### src/rtl/bus_master_pkg.sv
// Shared definitions for the serial bus master and its slave: state encoding,
// default widths and counter sizing.
package bus_master_pkg;

    localparam int unsigned DEF_N   = 8;
    localparam int unsigned DEF_ADN = 12;
    localparam int unsigned DEF_TMO = 255;

    typedef enum logic [1:0] {
        S_IDLE  = 2'd0,
        S_ADDR  = 2'd1,
        S_WDATA = 2'd2,
        S_RDATA = 2'd3
    } state_t;

    // Bit-counter width for a W-bit shift register, never narrower than 1.
    function automatic int unsigned cnt_w(input int unsigned w);
        return (w > 32'd1) ? 32'($clog2(w)) : 32'd1;
    endfunction

endpackage

### src/rtl/bus_master_if.sv
// Host-side request/response signals plus the serial slave link of the bus master.
interface bus_master_if import bus_master_pkg::*; #(
    parameter int unsigned N   = DEF_N,
    parameter int unsigned ADN = DEF_ADN
) ();

    logic           req;
    logic           wr;
    logic [ADN-1:0] addr;
    logic [N-1:0]   wdata;
    logic           busy;
    logic           done;
    logic           err;
    logic [N-1:0]   rdata;
    logic           ready;
    logic           validIn;
    logic           DataIn;
    logic           validOut;
    logic           wren;
    logic           Address;
    logic           DataOut;

    modport master (
        input  req, wr, addr, wdata, ready, validIn, DataIn,
        output busy, done, err, rdata, validOut, wren, Address, DataOut
    );

    modport slave (
        output req, wr, addr, wdata, ready, validIn, DataIn,
        input  busy, done, err, rdata, validOut, wren, Address, DataOut
    );

endinterface

### src/rtl/bus_master_shifter.sv
// Right-shifting PISO/SIPO register with a bit counter; bit 0 is the serial
// output and i_sin enters at the MSB, so words travel LSB first.
module bus_master_shifter import bus_master_pkg::*; #(
    parameter int unsigned W = DEF_N
) (
    input  logic         clk,
    input  logic         rstn,
    input  logic         i_load,
    input  logic [W-1:0] i_pdata,
    input  logic         i_shift,
    input  logic         i_sin,
    output logic [W-1:0] o_pdata,
    output logic         o_last_c
);

    localparam int unsigned CW = cnt_w(W);

    logic [W-1:0]  r_data;
    logic [CW-1:0] r_cnt;

    // Counter returns to zero on the final shift so it never wraps.
    always_ff @(posedge clk) begin
        if (!rstn) begin
            r_data <= '0;
            r_cnt  <= '0;
        end else if (i_load) begin
            r_data <= i_pdata;
            r_cnt  <= '0;
        end else if (i_shift) begin
            r_data <= {i_sin, r_data[W-1:1]};
            r_cnt  <= o_last_c ? '0 : r_cnt + CW'(1);
        end
    end

    assign o_pdata  = r_data;
    assign o_last_c = (r_cnt == CW'(W - 1));

endmodule

### src/rtl/bus_master.sv
// Serial bus master: sends address (and write data) LSB first to a slave and
// collects serial read data, with a read-response timeout.
module bus_master import bus_master_pkg::*; #(
    parameter int unsigned N   = DEF_N,
    parameter int unsigned ADN = DEF_ADN,
    parameter int unsigned TMO = DEF_TMO
) (
    input  logic          clk,
    input  logic          rstn,
    bus_master_if.master  bus
);

    localparam int unsigned TW = $clog2(TMO + 1);

    state_t         r_state;
    state_t         w_next_state;
    logic           r_wr;
    logic           r_done;
    logic           r_err;
    logic [N-1:0]   r_rdata;
    logic [TW-1:0]  r_tmo;

    logic           w_accept;
    logic           w_rd_entry;
    logic           w_addr_last;
    logic           w_wdat_last;
    logic           w_rdat_last;
    logic           w_rdat_shift;
    logic           w_rd_done;
    logic           w_wr_done;
    logic           w_timeout;
    logic [ADN-1:0] w_addr_pdata;
    logic [N-1:0]   w_wdat_pdata;
    logic [N-1:0]   w_rdat_pdata;
    logic           w_unused;

    assign w_accept     = (r_state == S_IDLE) && bus.req && bus.ready;
    assign w_rd_entry   = (r_state == S_ADDR) && w_addr_last && !r_wr;
    assign w_rdat_shift = (r_state == S_RDATA) && bus.validIn;
    assign w_rd_done    = w_rdat_shift && w_rdat_last;
    assign w_wr_done    = (r_state == S_WDATA) && w_wdat_last;
    assign w_timeout    = (r_state == S_RDATA) && !bus.validIn && (r_tmo == TW'(TMO - 1));
    assign w_unused     = ^{w_addr_pdata[ADN-1:1], w_wdat_pdata[N-1:1], w_rdat_pdata[0]};

    bus_master_shifter #(.W(ADN)) u_addr_sh (
        .clk      (clk),
        .rstn     (rstn),
        .i_load   (w_accept),
        .i_pdata  (bus.addr),
        .i_shift  (r_state == S_ADDR),
        .i_sin    (1'b0),
        .o_pdata  (w_addr_pdata),
        .o_last_c (w_addr_last)
    );

    bus_master_shifter #(.W(N)) u_wdat_sh (
        .clk      (clk),
        .rstn     (rstn),
        .i_load   (w_accept),
        .i_pdata  (bus.wdata),
        .i_shift  (r_state == S_WDATA),
        .i_sin    (1'b0),
        .o_pdata  (w_wdat_pdata),
        .o_last_c (w_wdat_last)
    );

    // Cleared on RDATA entry so a timed-out partial word never leaks into the next read.
    bus_master_shifter #(.W(N)) u_rdat_sh (
        .clk      (clk),
        .rstn     (rstn),
        .i_load   (w_rd_entry),
        .i_pdata  ('0),
        .i_shift  (w_rdat_shift),
        .i_sin    (bus.DataIn),
        .o_pdata  (w_rdat_pdata),
        .o_last_c (w_rdat_last)
    );

    always_ff @(posedge clk) begin
        if (!rstn) r_state <= S_IDLE;
        else       r_state <= w_next_state;
    end

    always_comb begin
        w_next_state = r_state;
        case (r_state)
            S_IDLE:  if (w_accept)                w_next_state = S_ADDR;
            S_ADDR:  if (w_addr_last)             w_next_state = r_wr ? S_WDATA : S_RDATA;
            S_WDATA: if (w_wdat_last)             w_next_state = S_IDLE;
            S_RDATA: if (w_rd_done || w_timeout)  w_next_state = S_IDLE;
            default:                              w_next_state = S_IDLE;
        endcase
    end

    always_comb begin
        bus.busy     = 1'b0;
        bus.validOut = 1'b0;
        bus.wren     = 1'b0;
        bus.Address  = 1'b0;
        bus.DataOut  = 1'b0;
        case (r_state)
            S_ADDR: begin
                bus.busy     = 1'b1;
                bus.validOut = 1'b1;
                bus.wren     = r_wr;
                bus.Address  = w_addr_pdata[0];
            end
            S_WDATA: begin
                bus.busy     = 1'b1;
                bus.validOut = 1'b1;
                bus.wren     = 1'b1;
                bus.DataOut  = w_wdat_pdata[0];
            end
            S_RDATA: bus.busy = 1'b1;
            default: ;
        endcase
    end

    // Completion pulses, latched op, read word and the idle-cycle timeout counter.
    always_ff @(posedge clk) begin
        if (!rstn) begin
            r_wr    <= 1'b0;
            r_done  <= 1'b0;
            r_err   <= 1'b0;
            r_rdata <= '0;
            r_tmo   <= '0;
        end else begin
            r_done <= w_wr_done || w_rd_done;
            r_err  <= w_timeout;
            if (w_accept)  r_wr    <= bus.wr;
            if (w_rd_done) r_rdata <= {bus.DataIn, w_rdat_pdata[N-1:1]};
            if ((r_state != S_RDATA) || bus.validIn) r_tmo <= '0;
            else                                     r_tmo <= r_tmo + TW'(1);
        end
    end

    assign bus.done  = r_done;
    assign bus.err   = r_err;
    assign bus.rdata = r_rdata;

endmodule
### src/flat_wrapper.sv
// flat-port wrapper written by rule: the top's interface ports become plain ports
module bus_master_flat import bus_master_pkg::*;
#(
    parameter int unsigned N   = DEF_N,
    parameter int unsigned ADN = DEF_ADN,
    parameter int unsigned TMO = DEF_TMO
)
  (clk, rstn, bus_req, bus_wr, bus_addr, bus_wdata, bus_ready, bus_validIn, bus_DataIn, bus_busy, bus_done, bus_err, bus_rdata, bus_validOut, bus_wren, bus_Address, bus_DataOut);
  bus_master_if #(.N(N), .ADN(ADN)) bus_i ();
  input  logic clk;
  input  logic rstn;
  input wire logic [$bits(bus_i.req)-1:0] bus_req;
  input wire logic [$bits(bus_i.wr)-1:0] bus_wr;
  input wire logic [$bits(bus_i.addr)-1:0] bus_addr;
  input wire logic [$bits(bus_i.wdata)-1:0] bus_wdata;
  input wire logic [$bits(bus_i.ready)-1:0] bus_ready;
  input wire logic [$bits(bus_i.validIn)-1:0] bus_validIn;
  input wire logic [$bits(bus_i.DataIn)-1:0] bus_DataIn;
  output wire logic [$bits(bus_i.busy)-1:0] bus_busy;
  output wire logic [$bits(bus_i.done)-1:0] bus_done;
  output wire logic [$bits(bus_i.err)-1:0] bus_err;
  output wire logic [$bits(bus_i.rdata)-1:0] bus_rdata;
  output wire logic [$bits(bus_i.validOut)-1:0] bus_validOut;
  output wire logic [$bits(bus_i.wren)-1:0] bus_wren;
  output wire logic [$bits(bus_i.Address)-1:0] bus_Address;
  output wire logic [$bits(bus_i.DataOut)-1:0] bus_DataOut;
  assign bus_i.req = bus_req;
  assign bus_i.wr = bus_wr;
  assign bus_i.addr = bus_addr;
  assign bus_i.wdata = bus_wdata;
  assign bus_i.ready = bus_ready;
  assign bus_i.validIn = bus_validIn;
  assign bus_i.DataIn = bus_DataIn;
  assign bus_busy = bus_i.busy;
  assign bus_done = bus_i.done;
  assign bus_err = bus_i.err;
  assign bus_rdata = bus_i.rdata;
  assign bus_validOut = bus_i.validOut;
  assign bus_wren = bus_i.wren;
  assign bus_Address = bus_i.Address;
  assign bus_DataOut = bus_i.DataOut;
  bus_master #(.N(N), .ADN(ADN), .TMO(TMO)) u_core (.clk(clk), .rstn(rstn), .bus(bus_i));
endmodule
### config.mk
export PLATFORM = sky130hd
export DESIGN_NAME = bus_master_flat
export DESIGN_NICKNAME = d
export VERILOG_FILES = /design/src/rtl/bus_master_pkg.sv /design/src/rtl/bus_master_if.sv /design/src/rtl/bus_master_shifter.sv /design/src/rtl/bus_master.sv /design/src/flat_wrapper.sv
export SDC_FILE = /design/constraint.sdc
export NUM_CORES = 1
export LEC_CHECK = 0
export ABC_AREA = 1
export ABC_CLOCK_PERIOD_IN_PS = 1600
export CAP_MARGIN = 30
export CORE_ASPECT_RATIO = 1.5
export CORE_MARGIN = 2
export CORE_UTILIZATION = 55
export CTS_BUF_LIST = sky130_fd_sc_hd__clkbuf_8
export DETAILED_ROUTE_END_ITERATION = 10
export PLACE_DENSITY = 0.87
export SLEW_MARGIN = 20
export SYNTH_ARGS = -nofsm -noshare
export SYNTH_HDL_FRONTEND = slang
export SYNTH_SLANG_ARGS = --single-unit
### constraint.sdc
create_clock -name clk -period 1.6 [get_ports clk]
set_input_delay 0.32 -clock clk [delete_from_list [all_inputs] [get_ports clk]]
set_output_delay 0.32 -clock clk [all_outputs]
set_load 0.01 [all_outputs]
Yosys cells after proc, flatten, opt, wreduce, memory -nomap -nowiden. Index checks and enable logic that the tools add are counted.

Logic and storage cells: 70. Flip-flop bits (word level): 59. Output and inout bits: 15.

Bitwise gates (word level): 1. Equality and inequality tests: 12. Reductions and logical operators: 23. Multiplexer cells: 18. Add/subtract/negate cells: 4.

Operators with widths (number): $mux 12 (2); $mux 8 (2); $logic_and 1x1->1 (9); $add 8x1->8 const B (1); $eq 8x8->1 const B (1); $mux 2 (4); $pmux 2 s4 (1); $reduce_or 2->1 (4); $add 3x1->3 const B (2); $eq 3x3->1 const B (2); $mux 3 (2); $ne 2x2->1 const B (3); $mux 1 (5); $add 4x1->4 const B (1); $eq 2x2->1 const B (2); $eq 4x4->1 const B (1); $mux 4 (1); $ne 2x1->1 const B (2); $reduce_and 4->1 (1); $reduce_bool 2->1 (2); $logic_or 1x1->1 (3); $reduce_or 3->1 (1); $eq 2x1->1 const B (1); $logic_not 1->1 (2); 3 further kinds (3).

Longest topological paths before layout.
Word-level depth: 6. Gate-level depth with buffers: 9. Mapped depth without buffers: 9.

Hierarchy. Synthesis repeated with hierarchy kept, for this count alone.

Cells, all modules: 426. Area total of the unflattened synthesis: 2967.8 µm².

By module, submodules not included: bus_master_shifter (u_core.u_rdat_sh ...) (sequential area each 220.2 µm², instances 2, cells an instance 81, area each 551.8 µm²); bus_master (sequential area each 420.4 µm², instances 1, cells an instance 136, area each 1002.2 µm²); bus_master_shifter (u_core.u_addr_sh) (sequential area each 320.3 µm², instances 1, cells an instance 128, area each 862.1 µm²).

Worst setup path before layout. Ideal clock, no wire load.

Path type: flip-flop to output port. From: register u_core.r_state[1]. To: output port bus_wren. Path buffers: 2. Path slack: 96 ps. Stages on the path, launching flop included: 7. Data arrival time: 1184 ps. Required time: 1280 ps. Cells stage by stage: dfxtp_1 > inv_1 > ha_1 > buf_4 > buf_4 > nand2_1 > a21boi_0.

Cells in the longest elaborated chain, start to end: 2.

Ends and longest elaborated chain: start, declared (line bus_master.sv:15) `state_t r_state;`; start signal, assigned (line bus_master.sv:81) `else r_state <= w_next_state;`; $eq 2x2->1 or $eq 2x1->1 (tied branches) (line bus_master.sv:101) `case (r_state)`; $pmux 1 s2 * (line bus_master.sv:101); end, declared (line flat_wrapper.sv:24) `output wire logic [$bits(bus_i.wren)-1:0] bus_wren;`.

Mark *: on every way between the ends. The rest lies on a longest branch, timed or not.

Worst setup path in the final report.
From: register u_core.r_state[0]. To: output port bus_wren.

Same word-level chain as after synthesis.

==> impl_results.md <==
- Status: finished with violations
- Failing checks: negative setup slack
- R2r worst-path depth: 9
- Inst Count DP: approximately 440
- Dpl hpwl: 3990 microns
- Worst-Margin Slew: 0.274 ns
- Crit path kind: flip-flop to output port
- Setup TNS: -0.0120 ns
- R2R Path Start: u_core.r_state[0]
- DRC: 0
- Largest net degree at the start of global routing: 23
- CTS Buffer Depth: 2
- Initial Util: ~56%
- Cells after Synth: between 300 and 400
- Worst path cell trace: inv_4 -> ha_4 -> a21boi_2 -> buf_2
- Startpoint Class: flip-flop
- Max rail drop VDD: between 800 and 900 uV
- Fin cells: around 460
- Post-DR vias/cell: approximately 5.4
- I/O Pins: 42
- Core Rows: 30
- Final hold vios: 0
- CP required: roughly 1.3 ns
- Syn-to-layout area delta: 35.1%
- CP Max Fanout: 3
- IO buf count: ~40
- Pre-CTS WS: -0.169 ns
- GP Congestion: between 0.8 and 0.9
- Worst R2R Setup Slack: approximately 0.08 ns
- Syn Nets: between 300 and 400
- Area of the die: slightly above 0.005 sq mm
- Die Ht: 86.9 microns
- Delay-heaviest family, CP: flip-flops
- Fin. max-slew vios: 0
- Seq/Total Area, Yosys: approximately 46%
- Post-DR wirelength/cell: between 10 and 15 microns
- Clock buffer count from CTS: 9
- Filler Cell Count: 323
- Start point of the critical path: u_core.r_state[0]
- Fraction of final layout cells with drive strength greater than 1: between 10% and 20%
- Routed Antenna Nets: 0
- Synthesis Warnings: 0
- RSZ-0062 raised after global routing: true
- Most frequent cells in the layout: nand2_1 (105), dfxtp_1 (56), a21oi_1 (46)
- HP Start: u_core.u_rdat_sh.o_pdata[1]
- Max_cap viols: 0
- Synth cell types: 28
- Clock-pin transition on the worst setup and hold timing paths: ~0.070 ns
- Die width: 59.3 microns
- Nets: 442
- Hold Buf Count CTS: 0
- Top-area cell type share of the netlist area: 46.0%
- P per Cell Area: about 1200 mW/mm^2
- Synth area leader: dfxtp_1
- Slowest cell on the critical path: dfxtp_4
- N_diodes: 0
- 1st-iter DRT viols: around 150
- Crit path capture type: output port
- Main area contributors after synthesis: dfxtp_1 (46%), nand2_1 (16%), a21oi_1 (9.1%)
- Final WS setup: -0.0120 ns
- Total wire length: between 6000 and 7000 microns
- Post-layout util: ~76%
- Pleak: between 1 and 1.5 nW
- Core Region: between 0.004 and 0.005 sq mm
- Gr ovfl total: 0
- Rel. slew slack: 81.7%
- Sink Count: between 50 and 60
- CTS root buf: clkbuf_8
- DRT Pass-1 Iters: 4
- F_max: between 600 and 700 MHz
- Buf+Inv Stages, Crit Path: 2
- Endpoints failing setup: 1
- WHS Endpoint: u_core.u_rdat_sh.o_pdata[1]
- Synth Area per Inst: ~7.5 sq um
- First-pass GRT wire length: between 9000 and 10000 microns
- Commonest non-fill, non-tap cell in the layout: nand2_1
- Worst hold path cell count: 2
- H-tree depth: 3
- Antenna violations before repair: 0
- CTS tree: built
- Period minus WS final: 1.61 ns
- Netlist area before placement: around 0.0025 sq mm
- Final period utilization: 101%
- Worst reg2reg endpoint: u_core.u_wdat_sh.o_pdata[7]
- WP data arrival: ~1.3 ns
- Worst skew pair latency: between 0.3 and 0.4 ns
- Hold Path Class: flip-flop to flip-flop
- CP max stage delay: approximately 0.37 ns
- Global-route usage over all layers: ~24%
- Worst clock skew: ~0.012 ns
- Vias in the first global route: roughly 2.2k
- Register bit total from synthesis: 58
- Vias post-DR: approximately 2.4k
==> logic make-up after synthesis <==
kind of cell / share of synthesized area [%]
simple gates: 25.9
buf+inv: 6.00
fa+ha+maj: 5.95
compound gates: 15.4
flops: 46.0
xor+xnor: 0.695
==> synth_stat cells <==
master and count:
o21ai_0 20, xor2_1 1, a31oi_1 2, clkinv_1 2
dfxtp_1 58, nand2_1 107, o21a_1 1, nand3_1 16
a21oi_1 46, ha_1 12, nor2_4 2, inv_2 2
nor3b_1 1, clkbuf_1 2, a311oi_1 1, or3_1 1
or2_1 1, nor3_1 5, o21bai_1 3, nor2_1 20
nand3_2 1, buf_2 7, inv_1 17, xnor2_1 1
buf_4 4, and3_1 1, nand4_1 2, a21boi_0 1
==> worst reg2reg max path: stages (launching register included) <==
cell and delay [ns]:
dfxtp_4 0.37, inv_4 0.05, buf_4 0.13, ha_1 0.22, nand3_2 0.14, buf_6 0.17, nand2_1 0.07, inv_2 0.12
nand2_1 0.09, a21oi_1 0.11
==> how the worst max path moves through the flow <==
| stage | end | slack (ns) | depth (start not counted) |
|---|---|---|---|
| after floorplan | bus_wren | 0.1 | 6 |
| after global placement | bus_wren | -0.13 | 4 |
| after detailed placement | bus_wren | -0.17 | 4 |
| after CTS | bus_Address | -0.04 | 5 |
| after global routing | bus_wren | -0.06 | 5 |
| final | bus_wren | -0.01 | 4 |
==> area by class of cell <==
type                            count  area (sq um)  share of cell area, %
Timing Repair Buffer               68           636                   18.7
Inverter                           21          85.1                   2.50
Clock buffer                       10           138                   4.04
Tap cell                           48          60.1                   1.76
Sequential cell                    58          1170                   34.2
Clock inverter                      6          66.3                   1.95
Multi-Input combinational cell    245          1260                   36.9
==> where the power goes <==
group          switching [W]  internal [W]
registers          0.0000970       0.00160
logic               0.000628      0.000540
clock network       0.000611      0.000759
total                0.00134       0.00290
==> repair_timing <==
| item | in CTS | in global routing |
|---|---|---|
| gates resized for setup | 25 | 17 |
| hold endpoints to repair | 0 | 0 |
| pin swaps | 1 | 2 |
| buffers inserted | 1 | 1 |
| endpoints found under the setup margin | 17 | 31 |
==> flip-flops by register name (all words and copies together), names as in the netlist <==
signal,cells
u_core.r_state,2
u_core.u_wdat_sh.o_pdata,8
u_core.u_rdat_sh.r_cnt,3
u_core.bus.err,1
u_core.r_tmo,8
u_core.bus.rdata,8
u_core.u_wdat_sh.r_cnt,3
u_core.u_addr_sh.o_pdata,12
u_core.u_rdat_sh.o_pdata,7
u_core.r_wr,1
u_core.bus.done,1
u_core.u_addr_sh.r_cnt,4
==> through the flow <==
step	total power, W	hold WS, ns	area, sq um
global placement	0.00272	0.440	3140
floorplan	0.00233	0.430	2520
finish	0.00424	0.460	3410
global route	0.00445	0.481	3410
detailed placement	0.00276	0.449	3140
CTS	0.00413	0.460	3360
==> metal layers <==
| metal | share of wire [%] | up-vias | track usage, % |
|---|---|---|---|
| met3 | 5.0 | 15 | 7.73 |
| met5 | 0 | - | 0 |
| met2 | 53 | 73 | 40.3 |
| li1 | - | 1242 | - |
| met4 | 2.3 | 0 | 14.3 |
| met1 | 40 | 1119 | 26.2 |
Note: power is estimated with default switching activity, not from simulation.
